--- src/rtl/disp_pkg.sv ---
// Shared digit indices, segment constants and snapshot payload for the
// six-digit BCD scan display.
package disp_pkg;

  localparam int unsigned NUM_DIGITS = 6;
  localparam int unsigned DIGIT_W    = 4;
  localparam int unsigned SEG_W      = 7;
  localparam int unsigned IDX_W      = 3;
  localparam int unsigned NUM_BCD    = 10;

  typedef logic [IDX_W-1:0] digit_idx_t;

  localparam digit_idx_t SLOT_S0 = 3'd0;
  localparam digit_idx_t SLOT_S1 = 3'd1;
  localparam digit_idx_t SLOT_M0 = 3'd2;
  localparam digit_idx_t SLOT_M1 = 3'd3;
  localparam digit_idx_t SLOT_H0 = 3'd4;
  localparam digit_idx_t SLOT_H1 = 3'd5;

  // Active-low {g,f,e,d,c,b,a}: everything off, and the dash for invalid BCD.
  localparam logic [SEG_W-1:0] SEG_BLANK = 7'h7F;
  localparam logic [SEG_W-1:0] SEG_DASH  = 7'h3F;

  // Active-high gfedcba encodings for digits 0..9.
  localparam logic [SEG_W-1:0] SEG_TABLE [NUM_BCD] = '{
    7'h3F, 7'h06, 7'h5B, 7'h4F, 7'h66,
    7'h6D, 7'h7D, 7'h07, 7'h7F, 7'h6F
  };

  typedef struct packed {
    logic [DIGIT_W-1:0] h1;
    logic [DIGIT_W-1:0] h0;
    logic [DIGIT_W-1:0] m1;
    logic [DIGIT_W-1:0] m0;
    logic [DIGIT_W-1:0] s1;
    logic [DIGIT_W-1:0] s0;
  } digits_t;

endpackage

--- src/rtl/bcd_to_seg7.sv ---
// Combinational BCD to active-low seven-segment decoder; codes 10..15
// render as a dash.
module bcd_to_seg7
  import disp_pkg::*;
(
  input  logic [DIGIT_W-1:0] i_bcd,
  output logic [SEG_W-1:0]   o_seg_n_c
);

  always_comb begin
    o_seg_n_c = SEG_DASH;
    if (i_bcd < DIGIT_W'(NUM_BCD)) begin
      o_seg_n_c = ~SEG_TABLE[i_bcd];
    end
  end

endmodule

--- src/rtl/bcd_scan_display.sv ---
// Six-digit multiplexed common-anode display driver with per-frame snapshot
// and per-slot blanking. Define DISP_LZ_BLANK_EN to blank a leading zero on h1.
module bcd_scan_display
  import disp_pkg::*;
#(
  parameter int unsigned SLOT_CYCLES  = 8333,
  parameter int unsigned BLANK_CYCLES = 64
) (
  input  logic                  clk_clk,
  input  logic                  reset_reset_n,
  input  logic [DIGIT_W-1:0]    display_h1_export,
  input  logic [DIGIT_W-1:0]    display_h0_export,
  input  logic [DIGIT_W-1:0]    display_m1_export,
  input  logic [DIGIT_W-1:0]    display_m0_export,
  input  logic [DIGIT_W-1:0]    display_s1_export,
  input  logic [DIGIT_W-1:0]    display_s0_export,
  input  logic                  colon_on,
  output logic [SEG_W-1:0]      seg_n,
  output logic                  dp_n,
  output logic [NUM_DIGITS-1:0] an_n,
  output logic                  frame_start
);

  localparam int unsigned CNT_W = (SLOT_CYCLES > 1) ? $clog2(SLOT_CYCLES) : 1;

  logic [CNT_W-1:0]      r_slot_cnt;
  digit_idx_t            r_idx;
  digits_t               r_snap;
  logic [SEG_W-1:0]      r_seg_n;
  logic                  r_dp_n;
  logic [NUM_DIGITS-1:0] r_an_n;
  logic                  r_frame_start;

  logic [CNT_W-1:0]      w_slot_cnt_nxt;
  digit_idx_t            w_idx_nxt;
  digits_t               w_inputs;
  digits_t               w_snap_nxt;
  logic                  w_wrap;
  logic                  w_snap_take;
  logic                  w_drive_nxt;
  logic                  w_lz_blank;
  logic [DIGIT_W-1:0]    w_digit;
  logic [SEG_W-1:0]      w_dec_seg_n;
  logic [SEG_W-1:0]      w_seg_n_nxt;
  logic                  w_dp_n_nxt;
  logic [NUM_DIGITS-1:0] w_an_n_nxt;

  assign w_inputs = '{h1: display_h1_export, h0: display_h0_export,
                      m1: display_m1_export, m0: display_m0_export,
                      s1: display_s1_export, s0: display_s0_export};

  // Slot timing and frame snapshot.
  always_comb begin
    w_wrap         = (r_slot_cnt == CNT_W'(SLOT_CYCLES - 1));
    w_slot_cnt_nxt = w_wrap ? '0 : r_slot_cnt + CNT_W'(1);
    w_idx_nxt      = r_idx;
    if (w_wrap) begin
      w_idx_nxt = (r_idx == SLOT_H1) ? SLOT_S0 : r_idx + IDX_W'(1);
    end
    w_snap_take = (r_slot_cnt == '0) && (r_idx == SLOT_S0);
    w_snap_nxt  = w_snap_take ? w_inputs : r_snap;
    w_drive_nxt = (w_slot_cnt_nxt >= CNT_W'(BLANK_CYCLES));
  end

  // Outputs are computed for the upcoming slot position so they land on the
  // same edge that moves the counter into that phase.
  always_comb begin
    w_digit = '0;
    case (w_idx_nxt)
      SLOT_S0: w_digit = w_snap_nxt.s0;
      SLOT_S1: w_digit = w_snap_nxt.s1;
      SLOT_M0: w_digit = w_snap_nxt.m0;
      SLOT_M1: w_digit = w_snap_nxt.m1;
      SLOT_H0: w_digit = w_snap_nxt.h0;
      SLOT_H1: w_digit = w_snap_nxt.h1;
      default: w_digit = '0;
    endcase
  end

  bcd_to_seg7 u_dec (
    .i_bcd     (w_digit),
    .o_seg_n_c (w_dec_seg_n)
  );

`ifdef DISP_LZ_BLANK_EN
  assign w_lz_blank = (w_idx_nxt == SLOT_H1) && (w_snap_nxt.h1 == '0);
`else
  assign w_lz_blank = 1'b0;
`endif

  always_comb begin
    w_an_n_nxt  = '1;
    w_seg_n_nxt = SEG_BLANK;
    w_dp_n_nxt  = 1'b1;
    if (w_drive_nxt) begin
      w_an_n_nxt  = ~(NUM_DIGITS'(1) << w_idx_nxt);
      w_seg_n_nxt = w_lz_blank ? SEG_BLANK : w_dec_seg_n;
      w_dp_n_nxt  = ~(colon_on && !w_lz_blank &&
                      ((w_idx_nxt == SLOT_M0) || (w_idx_nxt == SLOT_H0)));
    end
  end

  always_ff @(posedge clk_clk or negedge reset_reset_n) begin
    if (!reset_reset_n) begin
      r_slot_cnt    <= '0;
      r_idx         <= SLOT_S0;
      r_snap        <= '0;
      r_an_n        <= '1;
      r_seg_n       <= SEG_BLANK;
      r_dp_n        <= 1'b1;
      r_frame_start <= 1'b0;
    end else begin
      r_slot_cnt    <= w_slot_cnt_nxt;
      r_idx         <= w_idx_nxt;
      r_snap        <= w_snap_nxt;
      r_an_n        <= w_an_n_nxt;
      r_seg_n       <= w_seg_n_nxt;
      r_dp_n        <= w_dp_n_nxt;
      r_frame_start <= w_snap_take;
    end
  end

  assign seg_n       = r_seg_n;
  assign dp_n        = r_dp_n;
  assign an_n        = r_an_n;
  assign frame_start = r_frame_start;

endmodule

--- config.mk ---
export PLATFORM = sky130hd
export DESIGN_NAME = bcd_scan_display
export DESIGN_NICKNAME = d
export VERILOG_FILES = /design/src/rtl/disp_pkg.sv /design/src/rtl/bcd_to_seg7.sv /design/src/rtl/bcd_scan_display.sv
export SDC_FILE = /design/constraint.sdc
export NUM_CORES = 1
export LEC_CHECK = 0
export CAP_MARGIN = 15
export CORE_AREA = 5 5 115 63
export DETAILED_ROUTE_END_ITERATION = 10
export DIE_AREA = 0 0 120 68
export MAX_ROUTING_LAYER = met4
export PLACE_DENSITY_LB_ADDON = 0.25
export SLEW_MARGIN = 25
export SYNTH_ARGS = -nofsm -noshare
export SYNTH_HDL_FRONTEND = slang
export SYNTH_SLANG_ARGS = --single-unit
--- constraint.sdc ---
create_clock -name clk_clk -period 4.45 [get_ports clk_clk]
set_input_delay 0.89 -clock clk_clk [delete_from_list [all_inputs] [get_ports clk_clk]]
set_output_delay 0.89 -clock clk_clk [all_outputs]
set_load 0.005 [all_outputs]
==> run metrics <==
slew of the pin with the lowest slew margin 0.682 ns; Most used DFF post-synth dfrtp_1; Req. time, crit path 4.68 ns; setup TNS 0 ns; syn_area_per_cell 12.3 um^2; CTS tree done; antenna cells 0; Die Width 120 um; DRT antenna net count 0; number of global-route vias before repair 1786; # DRC 0; design area 0.00330 mm^2; Core Box Area between 0.006 and 0.007 mm^2; reg2reg setup slack roughly 0.8 ns; Worst setup startpoint r_slot_cnt[0]; Finish-stage setup viols 0; Die Ht 68 um; Resized cells post-CTS 0; Synth top area share 0.395; final core occ 0.526; DRT Pass-1 Iters 4; fraction of registers with async set/reset 1.00; drt wl/cell 18.0 um; WHS Endpoint r_slot_cnt[5]; initial antenna violation count 0; synthesis-to-finish area growth 24.2%; Clk pin slew, worst setup/hold paths 0.07 ns; filler cell count 562; first-pass GRT wire length 10.1 mm; synth warn 0; largest net degree at the start of global routing 30; #FFs+latches synth 56; drt total wl 6.13 mm; postcts setup bufs 0; # port buffers 41; RSZ-0062 raised after global routing no; DR vias 1796; total die area between 0.008 and 0.009 mm^2; worst r2r src r_slot_cnt[0]; Sink Count 56; Startpoint Class flip-flop; Max Transition Viols Final 0; Worst Setup Slack, final between 0.8 and 0.9 ns; worst-case vdd ir drop 0.174 mV; max cap viols 0; largest stage delay on the critical path 0.49 ns; via-per-instance ratio 5.28; routed wl met3 366 um; critical path endpoint category flip-flop; Tcrit/Tclk final 0.817; uppermost layer routed met4; Lkg Pwr 0.00139 uW; Hold Buf Count CTS 0; Seq/Total Area, Yosys 0.534; layout cells sized above 1 0.231; starting density of the core 0.423; crit path max fanout 25; Worst Hold Launch r_slot_cnt[5]; clock latency on the worst-skew pair 0.29 ns; grt total ovfl 0; GP Congestion approximately 0.86; total track usage 0.171; placed insts 332; Worst Hold Depth 1; Starting DRT DRC Count about 130; FMAX 0.275 GHz; hpwl dp 4.54 mm; Fin Clk Skew between 0.004 and 0.005 ns; Worst slew margin 0.545; syn_nets 250; worst path cell trace inv_1 -> ha_1 -> or4b_4 -> nor4_4 -> buf_4 -> mux2_2 -> a22o_1 -> nor4_4 -> inv_2 -> ha_1 -> or3_1 -> nand4_1; Final Critical Period 3.64 ns; Clock Tree Root clkbuf_16; CP Class reg -> reg; slowest CP cell or4b_4; worst slack, placed 0.822 ns; Inserted Clock Buffers 5; ranking of synthesized cells by area dfrtp_1 40%, dfstp_2 14%, mux2_2 10%; Post-Syn Instances between 200 and 250; synth unique cells 38; H-Tree Level Count 2; final hold violation count 0; met2 routed wirelength ~2.2 mm; Synth area leader dfrtp_1; pwr dens 299 mW/mm^2; Placed Area between 0.003 and 0.004 mm^2; Cell Rows 21; Max Buffers Root-to-Sink 2; worst r2r path cells 12; Arr. time, crit path 3.87 ns; Worst R2R End seg_n[4]; Post-Syn Area 0.00266 mm^2; outcome finished clean; Met1 Wirelength 3.49 mm; I/O pins 42; Worst Hold Class reg -> reg; Post-synth EDFFs 0; final non-filler cell total 340; final layout net count roughly 300
## layout by cell type, fill, tap and decap left out, types with 2 or more instances in the layout
| cell | count |
|---|---|
| a21oi_1 | 3 |
| a222oi_1 | 6 |
| a22o_1 | 2 |
| and2_1 | 6 |
| and4_1 | 4 |
| buf_4 | 4 |
| clkbuf_16 | 5 |
| clkdlybuf4s50_1 | 40 |
| clkinv_2 | 2 |
| dfrtp_1 | 42 |
| dfstp_2 | 14 |
| ha_1 | 7 |
| inv_1 | 4 |
| mux2_1 | 2 |
| mux2_2 | 24 |
| mux2i_1 | 8 |
| nand2_1 | 20 |
| nand2b_1 | 2 |
| nand3_1 | 6 |
| nand4_1 | 4 |
| nor2_1 | 11 |
| nor2b_1 | 3 |
| nor3_1 | 2 |
| nor4_4 | 3 |
| o211ai_1 | 5 |
| or3_1 | 3 |
| or4_1 | 2 |
| xnor2_1 | 4 |
| xor2_1 | 10 |
## stage by stage
| stage | power [uW] | hold slack (ns) |
|---|---|---|
| floorplan | 557 | 0.454 |
| global placement | 597 | 0.477 |
| detailed placement | 599 | 0.491 |
| CTS | 997 | 0.501 |
| global route | 1020 | 0.521 |
| finish | 989 | 0.499 |
## worst max-delay path: cells and delay by family, from the launching register on
family | cells | cell delay, ns
AOI/OAI and AO/OA | 1 | 0.26
adders and majority gates | 2 | 0.36
buffers and inverters | 3 | 0.53
DFF | 1 | 0.43
muxes | 1 | 0.39
and+or+nand+nor | 5 | 1.59
## per-layer routing
layer	up-vias	global-route usage
met5	-	-
met4	0	0.0514
met3	4	0.0562
met2	45	0.188
met1	892	0.273
li1	855	-
## worst max-delay path by stage
stage | end | slack (ns) | cells after the start
2_1_floorplan | seg_n[3] | 0.90 | 14
3_3_place_gp | seg_n[4] | 0.89 | 12
3_5_place_dp | seg_n[4] | 0.82 | 12
4_1_cts | seg_n[4] | 0.81 | 12
5_1_grt | seg_n[4] | 0.59 | 12
6_report | seg_n[4] | 0.81 | 12
## layout make-up
| type | instances | area [um^2] | area share |
|---|---|---|---|
| Tap cell | 80 | 100 | 0.0303 |
| Multi-Input combinational cell | 146 | 1180 | 0.357 |
| Inverter | 5 | 18.8 | 0.00569 |
| Clock buffer | 6 | 139 | 0.0421 |
| Timing Repair Buffer | 45 | 435 | 0.132 |
| Clock inverter | 2 | 10.0 | 0.00303 |
| Sequential cell | 56 | 1420 | 0.430 |
## state kept, by name, summed over array words and instances (netlist names)
signal	flops
an_n	6
r_snap	24
r_slot_cnt	14
seg_n	7
dp_n	1
frame_start	1
r_idx	3
## kinds of logic (layout without fill, tap and decap cells)
logic type / after synthesis / in the layout / synth area share
and+or+nand+nor: 71 / 71 / 0.162
xor gates and xnor gates: 14 / 14 / 0.0461
DFF: 56 / 56 / 0.534
AOI/OAI and AO/OA: 20 / 20 / 0.0621
muxes: 34 / 34 / 0.140
buffers and inverters: 14 / 58 / 0.0226
adders and majority gates: 7 / 7 / 0.0330
## cells in the mapped netlist, types with 2 or more instances
cell and instances:
and4_1 4, ha_1 7, buf_2 3, nor4_4 3
xor2_1 10, nor2_1 11, mux2i_1 8, a222oi_1 6
nor2b_1 3, o211ai_1 5, or3_1 3, a21oi_1 3
a22o_1 2, mux2_1 2, clkbuf_1 5, dfstp_2 14
inv_1 4, or4_1 2, dfrtp_1 42, nand2_1 20
and2_1 6, xnor2_1 4, mux2_2 24, nand2b_1 2
nand3_1 6, nand4_1 4, nor3_1 2
## power by group
part / switching, uW / total (uW) / internal [uW] / leakage, uW
logic: 32.2 / 66.3 / 34.1 / 0.000647
registers: 2.65 / 523 / 520 / 0.000664
clock network: 177 / 399 / 222 / 0.0000766
No activity file was read; power rests on OpenSTA's default activity.
==> edit: new RTL, same settings <==
Compare `r_idx` against `SLOT_H1` with >= in place of ==.
--- a/src/rtl/bcd_scan_display.sv
+++ b/src/rtl/bcd_scan_display.sv
@@ -56,5 +56,5 @@
     w_idx_nxt      = r_idx;
     if (w_wrap) begin
-      w_idx_nxt = (r_idx == SLOT_H1) ? SLOT_S0 : r_idx + IDX_W'(1);
+      w_idx_nxt = (r_idx >= SLOT_H1) ? SLOT_S0 : r_idx + IDX_W'(1);
     end
     w_snap_take = (r_slot_cnt == '0) && (r_idx == SLOT_S0);
Behaviour: same outputs for any inputs over 10 cycles, from zero or initial values and one cycle with reset_reset_n low; that may be too few to reach the edited logic, so the function may still have changed.
==> edit against the unedited design <==
Final area up 11%. Critical path type unchanged. Area after synthesis grew 16%. Highest routed layer unchanged. Hold slack got worse by 23 ps. Sequential share of layout area decreased by 4.1 points. Wire length is 16% higher. Sequential cell count stayed put. Critical endpoint is now seg_n[3]$_DFF_PN1_. Worst setup slack lost 33 ps. Power fell by 0.84%.
==> edit: results (changes against the unedited design) <==
- Outcome: finished clean (unchanged)
- Worst clock skew: 7.896 ps (was 4.905 ps)
- Critical path arrival: 3880 ps (was 3870 ps)
- Drt first pass iters: 4 (unchanged)
- Commonest cells post-synth: nand2_1 (55), dfrtp_1 (42), nor2_1 (24) (was dfrtp_1 (42), mux2_2 (24), nand2_1 (20))
- Hold-critical path depth: 2 (was 1)
- Met3 usage: 0.04046 (was 0.05615)
- Routed WL: 7120 um (was 6130 um)
- Post-Syn Instances: 305 (was 216)
- Port Buffers: 41 (unchanged)
- M2 GR Usage: 0.2495 (was 0.1880)
- Wire length on met2: 2772 um (was 2227 um)
- Via count: 2,318 (was 1,796)
- Static Leak: 1.660 nW (was 1.388 nW)
- Initial detailed-routing violation count: 229 (was 127)
- Diode count: 0 (unchanged)
- Post-DP HPWL: 5321 um (was 4536 um)
- Critical-path top delay cell: o32ai_1 (was or4b_4)
- Syn_nets: 342 (was 250)
- Synth Warn #: 0 (unchanged)
- Met1 usage: 0.3011 (was 0.2729)
- Top Layer Used: met4 (unchanged)
- Seq/Total Area, Yosys: 0.4621 (was 0.5339)
- Routed WL per cell: 16.75 um (was 18.03 um)
- Num CTS Buffers: 5 (unchanged)
- Worst-skew pair later-pin latency: 290 ps (about the same)
- Met3 wire length: 516 um (was 366 um)
- Reg with most FFs: r_snap (unchanged)
- FF-to-FF End: seg_n[3]$_DFF_PN1_ (was seg_n[4]$_DFF_PN1_)
- ANT nets after route: 0 (unchanged)
- First-pass GRT wire length: 11,750 um (was 10,100 um)
- R2R setup slack: 780 ps (was 810 ps)
- Largest net degree at the start of global routing: 57 (was 30)
- Initial antenna violation count: 0 (unchanged)
- Fill count: 547 (was 562)
- Critical Path Sink Type: flop (unchanged)
- Area of the multi-input gates: 0.001458 mm^2 (was 0.001179 mm^2)
- Root buf cell: clkbuf_16 (unchanged)
- Crit-path max FO: 23 (was 25)
- Top cells by area, synth: dfrtp_1 (34%), dfstp_2 (12%), nand2_1 (6.7%) (was dfrtp_1 (40%), dfstp_2 (14%), mux2_2 (10%))
- Setup bufs post-CTS: 0 (unchanged)
- Clock transition at path regs: 70 ps (about the same)
- Max reg flops: 24 (unchanged)
- Met1 WL: 3798 um (was 3488 um)
- Longest Clk Path Bufs: 2 (unchanged)
- RD Place Congestion: 0.9916 (was 0.8554)
- Worst Setup SP: r_idx[1]$_DFF_PN0_ (was r_slot_cnt[0]$_DFF_PN0_)
- GRT Total Usage: 0.1912 (was 0.1707)
- Crit-path max cell delay: 660 ps (was 490 ps)
- DP Area: 0.003510 mm^2 (was 0.003152 mm^2)
- Final #Nets: 381 (was 293)
- Distinct cells, synth: 64 (was 38)
- Worst Min Path Start: r_snap[12]$_DFF_PN0_ (was r_slot_cnt[5]$_DFF_PN0_)
- DP Worst Slack: 816.5 ps (was 822.1 ps)
- Layout cells sized above 1: 0.1536 (was 0.2308)
- Post-Place Cells: 417 (was 332)
- Maximum vdd drop: 0.1373 mV (was 0.1739 mV)
- Gates resized, CTS repair: 0 (unchanged)
- Relative slew slack: 0.4925 (was 0.5451)
- Fin crit period: 3669 ps (was 3636 ps)
==> edit: cell count changes in the layout (fill, tap and decap cells not counted), sizes merged, moves of 5 or more <==
cell / before / now
nand2: 20 / 55
o21ai: 3 / 9
nand3: 6 / 11
inv: 5 / 28
mux2: 26 / 2
mux2i: 8 / 17
nor2: 11 / 25
nand4: 4 / 9
a222oi: 6 / 0
==> edit: cells by family (layout without fill, tap and decap cells) <==
logic type      count (synthesis)  in the layout  synth area share
fa+ha+maj                      10             10           0.04075
simple gates                  130            130            0.2188
buf+inv                        39             79           0.06316
mux                            19             19           0.07620
xor+xnor                       14             14           0.03994
flops                          56             56            0.4621
compound gates                 37             37           0.09903
==> edit: final cells by class <==
type | instances | share of cell area
Clock buffer | 6 | 0.03531
Clock inverter | 2 | 0.003085
Inverter | 28 | 0.03085
Multi-Input combinational cell | 210 | 0.3994
Sequential cell | 56 | 0.3888
Tap cell | 80 | 0.02743
Timing Repair Buffer | 43 | 0.1152
==> edit: power by group <==
group          total, mW  internal [mW]  switching, mW
Sequential         0.525          0.520        0.00449
Clock              0.386          0.209          0.177
Combinational     0.0699         0.0343         0.0357
==> edit: worst min path at each step <==
stage,endpoint,slack (ps)
2_1_floorplan,r_snap[12]$_DFF_PN0_,430
3_3_place_gp,r_snap[12]$_DFF_PN0_,440
3_5_place_dp,r_snap[2]$_DFF_PN0_,460
4_1_cts,r_snap[2]$_DFF_PN0_,480
5_1_grt,r_snap[5]$_DFF_PN0_,500
6_report,r_snap[12]$_DFF_PN0_,480
==> edit: critical path, delay by kind of cell, from the launching register on <==
family | cells | cell delay [ps]
AOI/OAI and AO/OA | 2 | 880
buffers and inverters | 3 | 710
and+or+nand+nor | 4 | 660
adders and majority gates | 2 | 550
DFF | 1 | 470
muxes | 1 | 290
